### config.mk
export PLATFORM = sky130hd
export DESIGN_NAME = bitwise_op_scheduler
export DESIGN_NICKNAME = d
export VERILOG_FILES = /design/src/rtl/bitwise_op_scheduler.sv
export SDC_FILE = /design/constraint.sdc
export NUM_CORES = 1
export LEC_CHECK = 0
export BUFFER_PORTS_ARGS = -buffer_cell sky130_fd_sc_hd__buf_4
export CORE_UTILIZATION = 36
export CTS_BUF_LIST = sky130_fd_sc_hd__clkbuf_16
export DETAILED_ROUTE_END_ITERATION = 16
export HOLD_SLACK_MARGIN = 0.08
export SETUP_SLACK_MARGIN = 0.4
export SLEW_MARGIN = 20
export SYNTH_ARGS = -nofsm -noshare
export SYNTH_HDL_FRONTEND = slang
export SYNTH_SLANG_ARGS = --single-unit
### constraint.sdc
create_clock -name clk -period 5.77 [get_ports clk]
set_clock_uncertainty 0.15 [all_clocks]
set_input_delay 1.154 -clock clk [delete_from_list [all_inputs] [get_ports clk]]
set_output_delay 1.154 -clock clk [all_outputs]
set_load 0.01 [all_outputs]
### src/rtl/bitwise_op_scheduler.sv
// Round-robin scheduler that time-shares one bitwise operator unit (a|b, logical OR, {~b,~a}) between NREQ requesters.
// Define BWOP_SCHED_STATS_EN to add saturating stat_grants/stat_stalls counters.
module bitwise_op_scheduler #(
  parameter int NREQ = 4,
  parameter int W = 3,
  localparam int IDW = $clog2(NREQ)
) (
  input  logic              clk,
  input  logic              rst,
  input  logic [NREQ-1:0]   req_valid,
  output logic [NREQ-1:0]   req_ready,
  input  logic [W*NREQ-1:0] req_a,
  input  logic [W*NREQ-1:0] req_b,
  output logic              rsp_valid,
  input  logic              rsp_ready,
  output logic [IDW-1:0]    rsp_id,
  output logic [W-1:0]      rsp_or_bitwise,
  output logic              rsp_or_logical,
  output logic [2*W-1:0]    rsp_not
`ifdef BWOP_SCHED_STATS_EN
  ,
  output logic [15:0]       stat_grants,
  output logic [15:0]       stat_stalls
`endif
);

  // state | meaning
  // IDLE  | arbitrate; grant winner and capture its operands
  // EXEC  | operator unit evaluates captured operands into response regs
  // RESP  | response offered; wait for rsp_ready
  typedef enum logic [1:0] {IDLE, EXEC, RESP} state_t;

  localparam int SW = IDW + 1;

  state_t         state;
  logic [IDW-1:0] rr_ptr;
  logic [IDW-1:0] grant_id;
  logic           grant_any;
  logic [SW-1:0]  scan_sum;
  logic [IDW-1:0] scan_idx;
  logic [W-1:0]   a_q, b_q;
  logic [IDW-1:0] id_q;
  logic [W-1:0]   op_or_bitwise;
  logic           op_or_logical;
  logic [2*W-1:0] op_not;

  // first valid requester at or after rr_ptr, wrapping modulo NREQ
  always_comb begin
    grant_any = 1'b0;
    grant_id  = '0;
    scan_sum  = '0;
    scan_idx  = '0;
    for (int k = 0; k < NREQ; k++) begin
      scan_sum = {1'b0, rr_ptr} + SW'(k);
      if (scan_sum >= SW'(NREQ)) scan_sum = scan_sum - SW'(NREQ);
      scan_idx = scan_sum[IDW-1:0];
      if (!grant_any && req_valid[scan_idx]) begin
        grant_any = 1'b1;
        grant_id  = scan_idx;
      end
    end
  end

  always_comb begin
    req_ready = '0;
    if (!rst && state == IDLE && grant_any) req_ready[grant_id] = 1'b1;
  end

  always_comb begin
    op_or_bitwise = a_q | b_q;
    op_or_logical = (|a_q) || (|b_q);
    op_not        = {~b_q, ~a_q};
  end

  always_ff @(posedge clk or posedge rst) begin
    if (rst) begin
      state          <= IDLE;
      rr_ptr         <= '0;
      a_q            <= '0;
      b_q            <= '0;
      id_q           <= '0;
      rsp_valid      <= 1'b0;
      rsp_id         <= '0;
      rsp_or_bitwise <= '0;
      rsp_or_logical <= 1'b0;
      rsp_not        <= '0;
    end else begin
      case (state)
        IDLE: begin
          if (grant_any) begin
            a_q    <= req_a[int'(grant_id)*W +: W];
            b_q    <= req_b[int'(grant_id)*W +: W];
            id_q   <= grant_id;
            rr_ptr <= (grant_id == IDW'(NREQ-1)) ? '0 : grant_id + 1'b1;
            state  <= EXEC;
          end
        end
        EXEC: begin
          rsp_id         <= id_q;
          rsp_or_bitwise <= op_or_bitwise;
          rsp_or_logical <= op_or_logical;
          rsp_not        <= op_not;
          rsp_valid      <= 1'b1;
          state          <= RESP;
        end
        RESP: begin
          if (rsp_ready) begin
            rsp_valid <= 1'b0;
            state     <= IDLE;
          end
        end
        default: begin
          rsp_valid <= 1'b0;
          state     <= IDLE;
        end
      endcase
    end
  end

`ifdef BWOP_SCHED_STATS_EN
  always_ff @(posedge clk or posedge rst) begin
    if (rst) begin
      stat_grants <= '0;
      stat_stalls <= '0;
    end else begin
      if (state == IDLE && grant_any && stat_grants != 16'hFFFF)
        stat_grants <= stat_grants + 16'd1;
      if (state == RESP && !rsp_ready && stat_stalls != 16'hFFFF)
        stat_stalls <= stat_stalls + 16'd1;
    end
  end
`endif

endmodule

# ---- Word level (Yosys, flattened, before mapping)
# Cells that the tools add are included.
dict set report op_classes {
  n_reduce_logical 17
  order_cmp 10
  eq_ne 5
  bitwise_logic 4
  n_mul 1
  n_shift 2
  n_mux 29
  n_addsub 8
}
# cell count
set ops {}
lappend ops {{$shiftx 12x32->3} 1}
lappend ops {{$mux 2} 11}
lappend ops {{$lt 2x3->1 const B} 5}
lappend ops {{$shiftx 12x5->3} 1}
lappend ops {{$mux 1} 10}
lappend ops {{$ge 3x3->1 const B} 3}
lappend ops {{$bmux 1 s2} 4}
lappend ops {{$sub 2x1->2 const B} 4}
lappend ops {{$add 2x2->3 const B} 2}
lappend ops {{$logic_and 1x1->1} 6}
lappend ops {{$not 3->3} 2}
lappend ops {{$pmux 2 s3} 1}
lappend ops {{$reduce_and 2->1} 3}
lappend ops {{$reduce_or 3->1} 2}
lappend ops {{$eq 2x2->1 const B} 2}
lappend ops {{$logic_not 1->1} 4}
lappend ops {{$mul 2x2->4 const B} 1}
lappend ops {{$mux 4} 1}
lappend ops {{$ne 2x2->1 const B} 2}
lappend ops {{$add 2x1->3 const B} 1}
lappend ops {{$ge 2x3->1 const B} 1}
lappend ops {{$or 3x3->3} 1}
lappend ops {{$pmux 1 s3} 1}
lappend ops {{$add 2x1->2 const B} 1}
lappend ops {{other kinds (6)} 6}
dict set report totals {
  reg_bits 25
  in_bits 31
}

# ---- Depth between registers and ports, before layout
dict set report logic_depth {
  ltp_word 19
  mapped_depth 8
}

# ---- Least setup slack after synthesis
# No wires, ideal clock.
dict set report synth_timing {
  kind {in2out}
  startpoint {input port req_valid[2]}
  endpoint {output port req_ready[1]}
  path_stages 7
  path_slack_ns 2.222
  arrival_time_ns 2.244
  cell_sequence {nor2b_1 > nor3b_2 > o22ai_4 > buf_8 > inv_1 > ha_1 > and3_1}
}
dict set report synth_via {
  elab_chain_len 17
  word_cells_on_any_way 29
  classes_between {2 x order compare; 19 x mux; 8 x reduce/logical}
}
# item line_no
set synth_rtl {}
lappend synth_rtl {{start: declaration} 10} ;# input logic [NREQ-1:0] req_valid,
lappend synth_rtl {{$bmux 1 s2} 57} ;# if (!grant_any && req_valid[scan_idx]) begin
lappend synth_rtl {{$mux 1 (implied by the code)} 57}
lappend synth_rtl {{$mux 1} 57}
lappend synth_rtl {{$logic_not 1->1} 57}
lappend synth_rtl {{$logic_and 1x1->1} 57}
lappend synth_rtl {{$mux 1} 57}
lappend synth_rtl {{$logic_not 1->1} 57}
lappend synth_rtl {{$logic_and 1x1->1} 57}
lappend synth_rtl {{[2 not listed]} n/a}
lappend synth_rtl {{$logic_and 1x1->1} 57}
lappend synth_rtl {{$mux 2 *} 57}
lappend synth_rtl {{via grant_id[0]} 37} ;# logic [IDW-1:0] grant_id;
lappend synth_rtl {{$lt 2x3->1 (implied by the code) / $ge 2x1->1 (equally long branches)} 66} ;# if (!rst && state == IDLE && grant_any) req_ready[grant_id] = 1'b1;
lappend synth_rtl {{$logic_and 1x1->1 (implied by the code)} 66}
lappend synth_rtl {{$mux 1 (implied by the code)} 66}
lappend synth_rtl {{$demux 1 s2 *} 66}
lappend synth_rtl {{$mux 4 *} 66}
lappend synth_rtl {{end: declaration} 11} ;# output logic [NREQ-1:0] req_ready,
# The timed path passes the listed nets; every way through them passes the cells marked *. The select of a mux whose other input is x is not followed.

# ---- Final worst setup path
# Same ends and word-level chain as after synthesis.

==> results_tabular.tex <==
\begin{tabular}{lr}
\hline
Metric & Value \\
\hline
\multicolumn{2}{l}{\textbf{Global route}} \\
Final global-route overflow total & 0 \\
First-pass GRT wire length & 4140 um \\
Largest net degree at the start of global routing & 30 \\
Total routing resource utilization after global routing & 15.5\% \\
Initial antenna violation count & 0 \\
Via count of the first global-routing pass & 930 \\
\multicolumn{2}{l}{\textbf{Placed design}} \\
Placed cells & 212 \\
Count of buffers inserted at the top-level ports & 47 \\
Post-detail-place hpwl & 2000 um \\
Final weighted congestion in routability-driven placement & 0.727 \\
Instance area at placement & 1650 um\^{}2 \\
\multicolumn{2}{l}{\textbf{Synth}} \\
Count of distinct cell types in the synthesized netlist & 30 \\
Post-synth top flop & dfrtp\_1 \\
Cell with the most instances after synthesis & nand2\_1 \\
Mapped Nets & 157 \\
Instance count of the mapped netlist & 122 \\
Number of synthesized register bits & 25 \\
Count of flip-flops with a built-in enable after synthesis & 0 \\
Fraction of synthesis flops using an asynchronous set or reset pin & 100\% \\
Synth top cells by count & nand2\_1, dfrtp\_1, mux2i\_1 \\
Post-synthesis average cell area & 10.4 um\^{}2 \\
Synth Cell Area & 1260 um\^{}2 \\
Share of the synthesized area in the top cell type & 49.5\% \\
Leading area contributor after synthesis & dfrtp\_1 \\
Yosys warning total & 0 \\
Cells taking the most area after synthesis & dfrtp\_1, mux2i\_1, nand2\_1, ha\_1, o21ai\_0 \\
Sequential share of the synthesized area & 49.5\% \\
\multicolumn{2}{l}{\textbf{Routing}} \\
Detailed-routing iteration count for the pre-antenna-repair pass & 6 \\
Via count & 1010 \\
Drt wl/cell & 12.2 um \\
Number of violations reported at the end of detailed-routing iteration 0 & 21 \\
Vias per cell & 4.68 \\
Number of nets still failing antenna checks after routing & 0 \\
Total wirelength of the detailed-routed design & 2640 um \\
DRC & 0 \\
\multicolumn{2}{l}{\textbf{Power and ir drop}} \\
Cell Pwr Density & 507 nW/um\^{}2 \\
Total leakage power & 0.899 nW \\
IR Drop Worst-Case VDD & 0.161 mV \\
Post-layout power & 0.000880 W \\
\multicolumn{2}{l}{\textbf{Timing}} \\
Number of hold violations in the final report & 0 \\
Slew Viols, Final & 0 \\
Final setup violation count & 0 \\
Unrepaired setup endpoints after global routing & no \\
Worst slew margin relative to its limit & 52.3\% \\
Post-Route Hold Slack & 0.320 ns \\
Crit path time final & 4.01 ns \\
Post-route fraction of the period consumed by the critical path & 69.5\% \\
Slew at the pin closest to its max-slew limit & 0.716 ns \\
Max frequency & 249 MHz \\
Summed negative setup slack over all endpoints & 0 ns \\
\multicolumn{2}{l}{\textbf{Critical path}} \\
Critical path data required time & 4.47 ns \\
Crit path kind & in -> out \\
Start of the worst register-to-register path & rr\_ptr[0]\$\_DFFE\_PP0P\_ \\
End of the worst register-to-register path & rr\_ptr[1]\$\_DFFE\_PP0P\_ \\
Crit Path Max Fanout & 16 \\
CP startpoint kind & primary input \\
Depth of the most critical reg-to-reg path & 7 \\
Reg-to-reg setup timing slack & 3.76 ns \\
WP data arrival & 2.70 ns \\
Critical path capture point type & primary output \\
\multicolumn{2}{l}{\textbf{Min path}} \\
Worst Hold Class & reg -> reg \\
Hold Path Cell Cnt & 2 \\
Worst Hold Endpoint & id\_q[1]\$\_DFFE\_PP0P\_ \\
HP Start & id\_q[1]\$\_DFFE\_PP0P\_ \\
\multicolumn{2}{l}{\textbf{Clocking}} \\
Inserted Clock Buffers & 3 \\
Insertion delay to the later sink of the worst-skew pair & 0.26 ns \\
Clock slew seen by the registers of the worst setup and hold paths & 0.07 ns \\
Number of buffers added to fix hold violations after cts & 0 \\
Total number of clock tree sinks & 25 \\
Total of cells resized after clock tree synthesis & 0 \\
Buffers inserted by post-CTS timing repair & 0 \\
Buffer type at the clock tree root & clkbuf\_16 \\
Clock tree from TritonCTS & done \\
Max H-tree Level & 1 \\
Number of buffers between clock root and the deepest sink & 2 \\
\multicolumn{2}{l}{\textbf{Floorplanning}} \\
Chip width & 61.2 um \\
Area of the die & 3750 um\^{}2 \\
Top Ports & 48 \\
Rows & 21 \\
Die outline height & 61.2 um \\
Initial Util & 37.9\% \\
Standard cell core area & 3340 um\^{}2 \\
\multicolumn{2}{l}{\textbf{Cells and area}} \\
Final std cells w/o fill & 216 \\
Layout cells sized above 1 & 35.3\% \\
Post-route standard cell area excluding fillers & 1740 um\^{}2 \\
Nets@finish & 206 \\
Growth of design area from synthesis to finish & 37.4\% \\
Number of inserted diodes & 0 \\
\multicolumn{2}{l}{\textbf{Job}} \\
Number of max-capacitance violations reported & 0 \\
\multicolumn{2}{l}{\textbf{Outcome}} \\
Status & finished clean \\
\hline
\end{tabular}
## routing by layer
| metal | vias to the layer above | wire length, um | track usage (%) |
|---|---|---|---|
| met5 | - | 0 | 0 |
| met4 | 0 | 19 | 6.82 |
| met3 | 2 | 107 | 3.15 |
| met2 | 29 | 1260 | 24.8 |
| met1 | 454 | 1250 | 20.2 |
| li1 | 525 | - | - |
## cell type report
class | instances | area, um^2
inverters | 4 | 16.3
clock inverters | 1 | 7.51
multi-input cells | 89 | 594
well taps | 46 | 57.6
repair buffers | 48 | 360
fillers | 324 | 1600
clock buffers | 3 | 75.1
flip-flops and latches | 25 | 626
## registers in the layout (all words and copies together) (netlist names)
| name | count |
|---|---|
| rsp_id | 2 |
| id_q | 2 |
| rsp_or_logical | 1 |
| a_q | 3 |
| rsp_not | 6 |
| rsp_or_bitwise | 3 |
| b_q | 3 |
| rsp_valid | 1 |
| rr_ptr | 2 |
| state | 2 |
## logic make-up (layout without fill, tap and decap cells)
logic type / after synthesis / in the layout / share of synthesized area [%]
adder cells (fa/ha/maj): 4 / 4 / 3.96
flip-flops: 25 / 25 / 49.5
buffers and inverters: 8 / 56 / 3.46
AND/OR/NAND/NOR: 47 / 47 / 18.1
AO/OA/AOI/OAI: 25 / 25 / 14.5
multiplexers: 13 / 13 / 10.5
## stage by stage
stage          worst slack [ns]  util (%)
2_1_floorplan              2.22         -
3_3_place_gp               1.86      49.6
3_5_place_dp               1.74      49.6
4_1_cts                    1.73      52.0
5_1_grt                    1.66      52.0
6_report                   1.76      52.0
## cell usage in the layout (no fill, tap or decap), types with 3 or more instances in the layout
master / instances
mux2i_1: 11
buf_4: 48
and3_1: 5
nand2_1: 26
o21ai_0: 10
inv_1: 3
clkbuf_16: 3
o221ai_1: 5
dfrtp_1: 25
nor2b_1: 3
ha_1: 4
nor2_1: 7
## report_power, final
group	internal, W	switching [W]
clock network	0.0000940	0.0000615
logic	0.000192	0.000211
registers	0.000266	0.0000558
total	0.000552	0.000328
## worst max-delay path by stage
stage                      start           end  cells past startpoint  slack (ns)
floorplan           req_valid[2]  req_ready[1]                      7        2.22
global route        req_valid[2]  req_ready[1]                      8        1.66
CTS                 req_valid[2]  req_ready[1]                      8        1.73
finish              req_valid[2]  req_ready[1]                      8        1.76
global placement    req_valid[2]  req_ready[1]                      8        1.86
detailed placement  req_valid[2]  req_ready[1]                      8        1.74
## worst max-delay path, cell delays in order
cell and delay [ns]:
buf_4 0.09, nor2b_1 0.20, nor3b_2 0.09, o22ai_4 0.47, inv_1 0.17, ha_1 0.24, and3_1 0.16, buf_4 0.14
Note: power is estimated with default switching activity, not from simulation.
